===== src/rtl/vga_frame_rd_sched_if.sv =====
// DDR read-port command/response bundle between the frame read scheduler and the arbiter.
// rd_req/rd_addr/rd_len stay stable until rd_req && rd_ack; rd_data_vld marks one returned beat.
interface vga_frame_rd_sched_if #(
    parameter int ADDR_W = 28
) ();
    logic              rd_req;
    logic [ADDR_W-1:0] rd_addr;
    logic [7:0]        rd_len;
    logic              rd_ack;
    logic              rd_data_vld;

    modport master (
        output rd_req, rd_addr, rd_len,
        input  rd_ack, rd_data_vld
    );

    modport slave (
        input  rd_req, rd_addr, rd_len,
        output rd_ack, rd_data_vld
    );
endinterface


===== src/rtl/vga_frame_rd_sched.sv =====
// Fetches one ping-pong frame bank per display frame into the pixel FIFO as DDR bursts,
// issuing a burst only when the FIFO has room for all of it.
module vga_frame_rd_sched #(
    parameter int                ADDR_W      = 28,
    parameter int                BEAT_BYTES  = 8,
    parameter int                BURST_LEN   = 64,
    parameter int                FRAME_BEATS = 122880,
    parameter int                FIFO_DEPTH  = 512,
    parameter int                LVL_W       = 10,
    parameter logic [ADDR_W-1:0] BANK0_BASE  = 28'h0000000,
    parameter logic [ADDR_W-1:0] BANK1_BASE  = 28'h0200000
) (
    input  logic             clk,
    input  logic             rst,
    input  logic             frame_start,
    input  logic             wr_bank_done,
    input  logic             wr_bank_idx,
    input  logic [LVL_W-1:0] fifo_wr_cnt,
    output logic             fifo_clr,
    vga_frame_rd_sched_if.master rd,
    output logic             rd_bank,
    output logic             frame_active,
    output logic             frame_abort,
    output logic [7:0]       abort_cnt,
    output logic [2:0]       fsm_state
);
    localparam int BL_W = $clog2(FRAME_BEATS + 1);

    typedef enum logic [2:0] {IDLE, FILL, REQ, DATA, DONE} state_t;

    state_t            state;
    logic              ready_vld;
    logic              ready_bank;
    logic              restart_pending;
    logic [1:0]        settle;
    logic [ADDR_W-1:0] offset;
    logic [BL_W-1:0]   beats_left;
    logic [7:0]        beat_cnt;

    logic              last_beat;
    logic              start_req;
    logic              start_ok;
    logic              start_bank;
    logic [7:0]        len_c;
    logic [LVL_W:0]    space_c;

    assign fsm_state = state;

    always_comb begin
        last_beat  = (state == DATA) && rd.rd_data_vld && (beat_cnt == 8'd1);
        start_ok   = wr_bank_done | ready_vld;
        start_bank = wr_bank_done ? wr_bank_idx : ready_bank;
        // An ack coinciding with frame_start commits the burst, so that case drains via DATA.
        start_req  = (frame_start && ((state == IDLE) || (state == DONE) || (state == FILL) ||
                                      ((state == REQ) && !rd.rd_ack))) ||
                     (last_beat && (restart_pending || frame_start));
        len_c      = (beats_left < BL_W'(BURST_LEN)) ? beats_left[7:0] : 8'(BURST_LEN);
        space_c    = (LVL_W+1)'(FIFO_DEPTH) - {1'b0, fifo_wr_cnt};
    end

    always_ff @(posedge clk) begin
        if (rst) begin
            state           <= IDLE;
            ready_vld       <= 1'b0;
            ready_bank      <= 1'b0;
            restart_pending <= 1'b0;
            settle          <= 2'd0;
            offset          <= '0;
            beats_left      <= '0;
            beat_cnt        <= 8'd0;
            fifo_clr        <= 1'b0;
            rd.rd_req       <= 1'b0;
            rd.rd_addr      <= '0;
            rd.rd_len       <= 8'd0;
            rd_bank         <= 1'b0;
            frame_active    <= 1'b0;
            frame_abort     <= 1'b0;
            abort_cnt       <= 8'd0;
        end else begin
            fifo_clr    <= 1'b0;
            frame_abort <= 1'b0;

            if (wr_bank_done) begin
                ready_bank <= wr_bank_idx;
                ready_vld  <= 1'b1;
            end

            if (frame_start && frame_active) begin
                frame_abort <= 1'b1;
                if (abort_cnt != 8'hFF) abort_cnt <= abort_cnt + 8'd1;
            end

            if (start_req) begin
                rd.rd_req       <= 1'b0;
                restart_pending <= 1'b0;
                if (start_ok) begin
                    rd_bank      <= start_bank;
                    offset       <= '0;
                    beats_left   <= BL_W'(FRAME_BEATS);
                    fifo_clr     <= 1'b1;
                    frame_active <= 1'b1;
                    settle       <= 2'd2;
                    state        <= FILL;
                end else begin
                    frame_active <= 1'b0;
                    state        <= IDLE;
                end
            end else begin
                case (state)
                    FILL: begin
                        // Two idle cycles let the FIFO level reflect the flush before it is trusted.
                        if (settle != 2'd0) begin
                            settle <= settle - 2'd1;
                        end else if (beats_left == '0) begin
                            frame_active <= 1'b0;
                            state        <= DONE;
                        end else if (space_c >= (LVL_W+1)'(len_c)) begin
                            rd.rd_req  <= 1'b1;
                            rd.rd_addr <= (rd_bank ? BANK1_BASE : BANK0_BASE) + offset;
                            rd.rd_len  <= len_c;
                            state      <= REQ;
                        end
                    end
                    REQ: begin
                        if (rd.rd_ack) begin
                            rd.rd_req <= 1'b0;
                            beat_cnt  <= rd.rd_len;
                            if (frame_start) restart_pending <= 1'b1;
                            state     <= DATA;
                        end
                    end
                    DATA: begin
                        if (frame_start) restart_pending <= 1'b1;
                        if (rd.rd_data_vld) begin
                            beat_cnt <= beat_cnt - 8'd1;
                            if (beat_cnt == 8'd1) begin
                                offset     <= offset + ADDR_W'(rd.rd_len) * ADDR_W'(BEAT_BYTES);
                                beats_left <= beats_left - BL_W'(rd.rd_len);
                                state      <= FILL;
                            end
                        end
                    end
                    default: ;
                endcase
            end
        end
    end
endmodule


===== src/flat_wrapper.sv =====
// flat-port wrapper written by rule: the top's interface ports become plain ports
module vga_frame_rd_sched_flat 
#(
    parameter int                ADDR_W      = 28,
    parameter int                BEAT_BYTES  = 8,
    parameter int                BURST_LEN   = 64,
    parameter int                FRAME_BEATS = 122880,
    parameter int                FIFO_DEPTH  = 512,
    parameter int                LVL_W       = 10,
    parameter logic [ADDR_W-1:0] BANK0_BASE  = 28'h0000000,
    parameter logic [ADDR_W-1:0] BANK1_BASE  = 28'h0200000
)
  (clk, rst, frame_start, wr_bank_done, wr_bank_idx, fifo_wr_cnt, fifo_clr, rd_bank, frame_active, frame_abort, abort_cnt, fsm_state, rd_rd_req, rd_rd_addr, rd_rd_len, rd_rd_ack, rd_rd_data_vld);
  vga_frame_rd_sched_if #(.ADDR_W(ADDR_W)) rd_i ();
  input  logic clk;
  input  logic rst;
  input  logic frame_start;
  input  logic wr_bank_done;
  input  logic wr_bank_idx;
  input  logic [LVL_W-1:0] fifo_wr_cnt;
  output logic fifo_clr;
  output logic rd_bank;
  output logic frame_active;
  output logic frame_abort;
  output logic [7:0] abort_cnt;
  output logic [2:0] fsm_state;
  output wire logic [$bits(rd_i.rd_req)-1:0] rd_rd_req;
  output wire logic [$bits(rd_i.rd_addr)-1:0] rd_rd_addr;
  output wire logic [$bits(rd_i.rd_len)-1:0] rd_rd_len;
  input wire logic [$bits(rd_i.rd_ack)-1:0] rd_rd_ack;
  input wire logic [$bits(rd_i.rd_data_vld)-1:0] rd_rd_data_vld;
  assign rd_rd_req = rd_i.rd_req;
  assign rd_rd_addr = rd_i.rd_addr;
  assign rd_rd_len = rd_i.rd_len;
  assign rd_i.rd_ack = rd_rd_ack;
  assign rd_i.rd_data_vld = rd_rd_data_vld;
  vga_frame_rd_sched #(.ADDR_W(ADDR_W), .BEAT_BYTES(BEAT_BYTES), .BURST_LEN(BURST_LEN), .FRAME_BEATS(FRAME_BEATS), .FIFO_DEPTH(FIFO_DEPTH), .LVL_W(LVL_W), .BANK0_BASE(BANK0_BASE), .BANK1_BASE(BANK1_BASE)) u_core (.clk(clk), .rst(rst), .frame_start(frame_start), .wr_bank_done(wr_bank_done), .wr_bank_idx(wr_bank_idx), .fifo_wr_cnt(fifo_wr_cnt), .fifo_clr(fifo_clr), .rd(rd_i), .rd_bank(rd_bank), .frame_active(frame_active), .frame_abort(frame_abort), .abort_cnt(abort_cnt), .fsm_state(fsm_state));
endmodule

===== config.mk =====
export PLATFORM = sky130hd
export DESIGN_NAME = vga_frame_rd_sched_flat
export DESIGN_NICKNAME = d
export VERILOG_FILES = /design/src/rtl/vga_frame_rd_sched_if.sv /design/src/rtl/vga_frame_rd_sched.sv /design/src/flat_wrapper.sv
export SDC_FILE = /design/constraint.sdc
export NUM_CORES = 1
export LEC_CHECK = 0
export ABC_AREA = 1
export BUFFER_PORTS_ARGS = -buffer_cell sky130_fd_sc_hd__buf_2
export CAP_MARGIN = 10
export CORE_ASPECT_RATIO = 1.4
export CORE_MARGIN = 2
export CORE_UTILIZATION = 63
export DETAILED_ROUTE_END_ITERATION = 8
export GPL_TIMING_DRIVEN = 1
export PLACE_DENSITY_LB_ADDON = 0.08
export SLEW_MARGIN = 20
export SYNTH_ARGS = -nofsm -noshare
export SYNTH_HDL_FRONTEND = slang
export SYNTH_SLANG_ARGS = --single-unit

===== constraint.sdc =====
create_clock -name clk -period 6.7 [get_ports clk]
set_clock_uncertainty 0.2 [all_clocks]
set_input_delay 1.34 -clock clk [delete_from_list [all_inputs] [get_ports clk]]
set_output_delay 1.34 -clock clk [all_outputs]
set_load 0.005 [all_outputs]

==> qor.txt <==
# Post-CTS Setup Buffers: 0
Synth area leader: dfxtp_1
Netlist Area Pre-Place: 0.006123 mm^2
Placed insts: 1064
Final GP Congestion: 0.9206
Core Region: 0.009459 mm^2
Die width: 87.32 um
DRC errors left: 0
Share of cells above drive strength 1: 11.13%
Avg Cell Area, Syn: 6.692 um^2
Fin nets: 1015
Initial antenna violation count: 0
# clock sinks: 104
PD cells: 377.8 mW/mm^2
Remaining Overflow, GRT: 0
Commonest non-fill, non-tap cell in the layout: nand2_1
DRT Wirelength: 15550 um
DRT iter0 DRCs: 261
DR pass1 iterations: 5
Critical path type: primary input to register
Finished Layout Cells: 1080
Maximum clock insertion buffer count: 2
Vias: 6000
Maximum VDD drop: 0.0002287 V
Final-report hold violation count: 0
Synthesized instance count: 915
Worst EP arrival: 4.19 ns
Final worst slack: 2.528 ns
Vias in the first global route: 5655
Clk pin slew, worst setup/hold paths: 0.07 ns
Maxcap violations: 0
Hold crit path type: register to register
Antenna Nets Post-Route: 0
Max Freq: 0.2397 GHz
# diodes: 0
Synth warn: 0
Total Routing Usage GR: 30.44%
Tmin final: 4.172 ns
Status: finished clean
Max FO, Critical Path: 65
Rows: 42
Setup slack at placement: 1.819 ns
Crit end category: register
Setup tns final: 0 ns
Hold WS: 0.2418 ns
Multi-input gate area: 0.003390 mm^2
Register area: 0.002082 mm^2
Slew @ Worst Pin: 0.6234 ns
Initial Utilization: 64.74%
Synthesis-stage register bit count: 104
Largest net degree at the start of global routing: 66
Cts repair resizes: 0
Die H: 120.7 um
Area Overhead vs Synth: 10.26%
H-tree Lvls: 3
Synth top area share: 34.00%
Critical path required time: 6.72 ns
Die ar.: 0.01054 mm^2
Count of port buffers added during placement: 65
# setup viols final: 0
Io pins: 69
Sequential-to-total area share from yosys stat: 34.00%
Final period utilization: 62.27%
CTS tree: built
Rel. slew slack: 58.34%
CP startpoint kind: primary input
Top_reg_cell synth: dfxtp_1
Post-DP HPWL: 11450 um
Max-slew violation count: 0
Num CTS Buffers: 9
CTS Root Cell: clkbuf_16
First-pass GRT wire length: 25450 um
Fillers: 821
DR WL/cell: 14.39 um
Vias per inst: 5.556
Latest clock arrival within the worst-skew pair: 0.35 ns
Total power: 2.551 mW
Synth area leaders: dfxtp_1, nand2_1, inv_1, a21oi_1, nor2_1
RSZ-0062 raised after global routing: no
Highest-count cells in the layout ignoring fill and taps: nand2_1, inv_1, nor2_1, dfxtp_1, a21oi_1
# hold bufs at CTS: 0
Leakage: 3.108 nW
Post-synth cell types: 44
Number of flops mapped to enable cells by yosys: 0
Async SR Flop Fraction: 0%
[logic make-up after synthesis]
kind of cell | after synthesis | synth area share, %
adder cells (fa/ha/maj) | 33 | 6.988
multiplexers | 1 | 0.1635
flip-flops | 104 | 34.00
buffers and inverters | 163 | 10.97
AO/OA/AOI/OAI | 195 | 17.06
XOR/XNOR | 16 | 2.289
AND/OR/NAND/NOR | 401 | 28.40
other | 2 | 0.1226
[layer usage]
layer	up-vias	track usage [%]	routed length (um)
met1	2713	32.72	6071
li1	3079	-	-
met5	-	0	0
met4	0	14.90	551
met3	39	4.573	648
met2	169	56.20	8274
[registers in the layout, indices dropped and copies added, names as in the netlist]
name                    cells
u_core.rd.rd_len            8
u_core.ready_vld            1
u_core.frame_active         1
u_core.settle               2
u_core.frame_abort          1
u_core.rd_bank              1
u_core.beat_cnt             8
u_core.ready_bank           1
u_core.restart_pending      1
u_core.abort_cnt            8
u_core.rd.rd_addr          25
u_core.rd.rd_req            1
u_core.fifo_clr             1
u_core.beats_left          17
u_core.fsm_state            3
u_core.offset              25
[final cells by class]
class / instances / area share (%)
clock inverter: 7 / 1.168
sequential: 104 / 30.84
clock buffer: 9 / 3.336
tap: 110 / 2.039
multi-input combinational: 650 / 50.20
inverter: 134 / 7.487
timing repair buffer: 66 / 4.930
[worst max-delay path: stages]
cell     delay, ns
buf_2         0.09
inv_1         0.09
ha_1          0.17
inv_1         0.04
nor2_1        0.21
nand2_1       0.15
xor2_1        0.16
inv_1         0.06
ha_1          0.30
nand2_1       0.06
nor2_1        0.12
nand2_1       0.08
nand2_1       0.06
nand2_1       0.05
nand2_1       0.05
inv_1         0.05
nand2_1       0.13
nand3_4       0.46
o21ai_0       0.41
a21oi_1       0.07
[cells in the mapped netlist, types with 3 or more instances]
cell,n
a211oi_1,3
a21o_1,3
a21oi_1,92
buf_2,10
buf_4,5
clkbuf_1,11
dfxtp_1,104
ha_1,31
inv_1,130
inv_2,3
nand2_1,173
nand2_2,4
nand3_1,60
nand4_1,14
nor2_1,104
nor3_1,24
nor4_1,3
o21a_1,3
o21ai_0,73
o21ai_1,3
o21bai_1,3
o22ai_1,6
o31ai_1,3
or2_2,8
xor2_1,14
[final timing paths]
path	start	endpoint	slack [ns]	cells after the start
setup / recovery	fifo_wr_cnt[0]	u_core.rd.rd_addr[15]	2.53	20
hold reg to reg	u_core.rd.rd_addr[20]	u_core.rd.rd_addr[20]	0.24	2
hold / removal	u_core.rd.rd_addr[20]	u_core.rd.rd_addr[20]	0.24	2
setup reg to reg	u_core.beats_left[9]	u_core.rd.rd_addr[15]	2.79	20
[report_power, final]
part / internal [mW] / switching, mW / leakage (nW)
Combinational: 0.416 / 0.782 / 2.11
Clock: 0.295 / 0.247 / 0.151
Sequential: 0.726 / 0.0843 / 0.844
Total: 1.44 / 1.11 / 3.11
[metrics by stage]
stage	cell area [um^2]	utilization [%]
6_report	6751	71.38
4_1_cts	6744	71.30
5_1_grt	6751	71.38
3_3_place_gp	6440	68.08
2_1_floorplan	6131	-
3_5_place_dp	6440	68.08
Note: power is estimated with default switching activity, not from simulation.
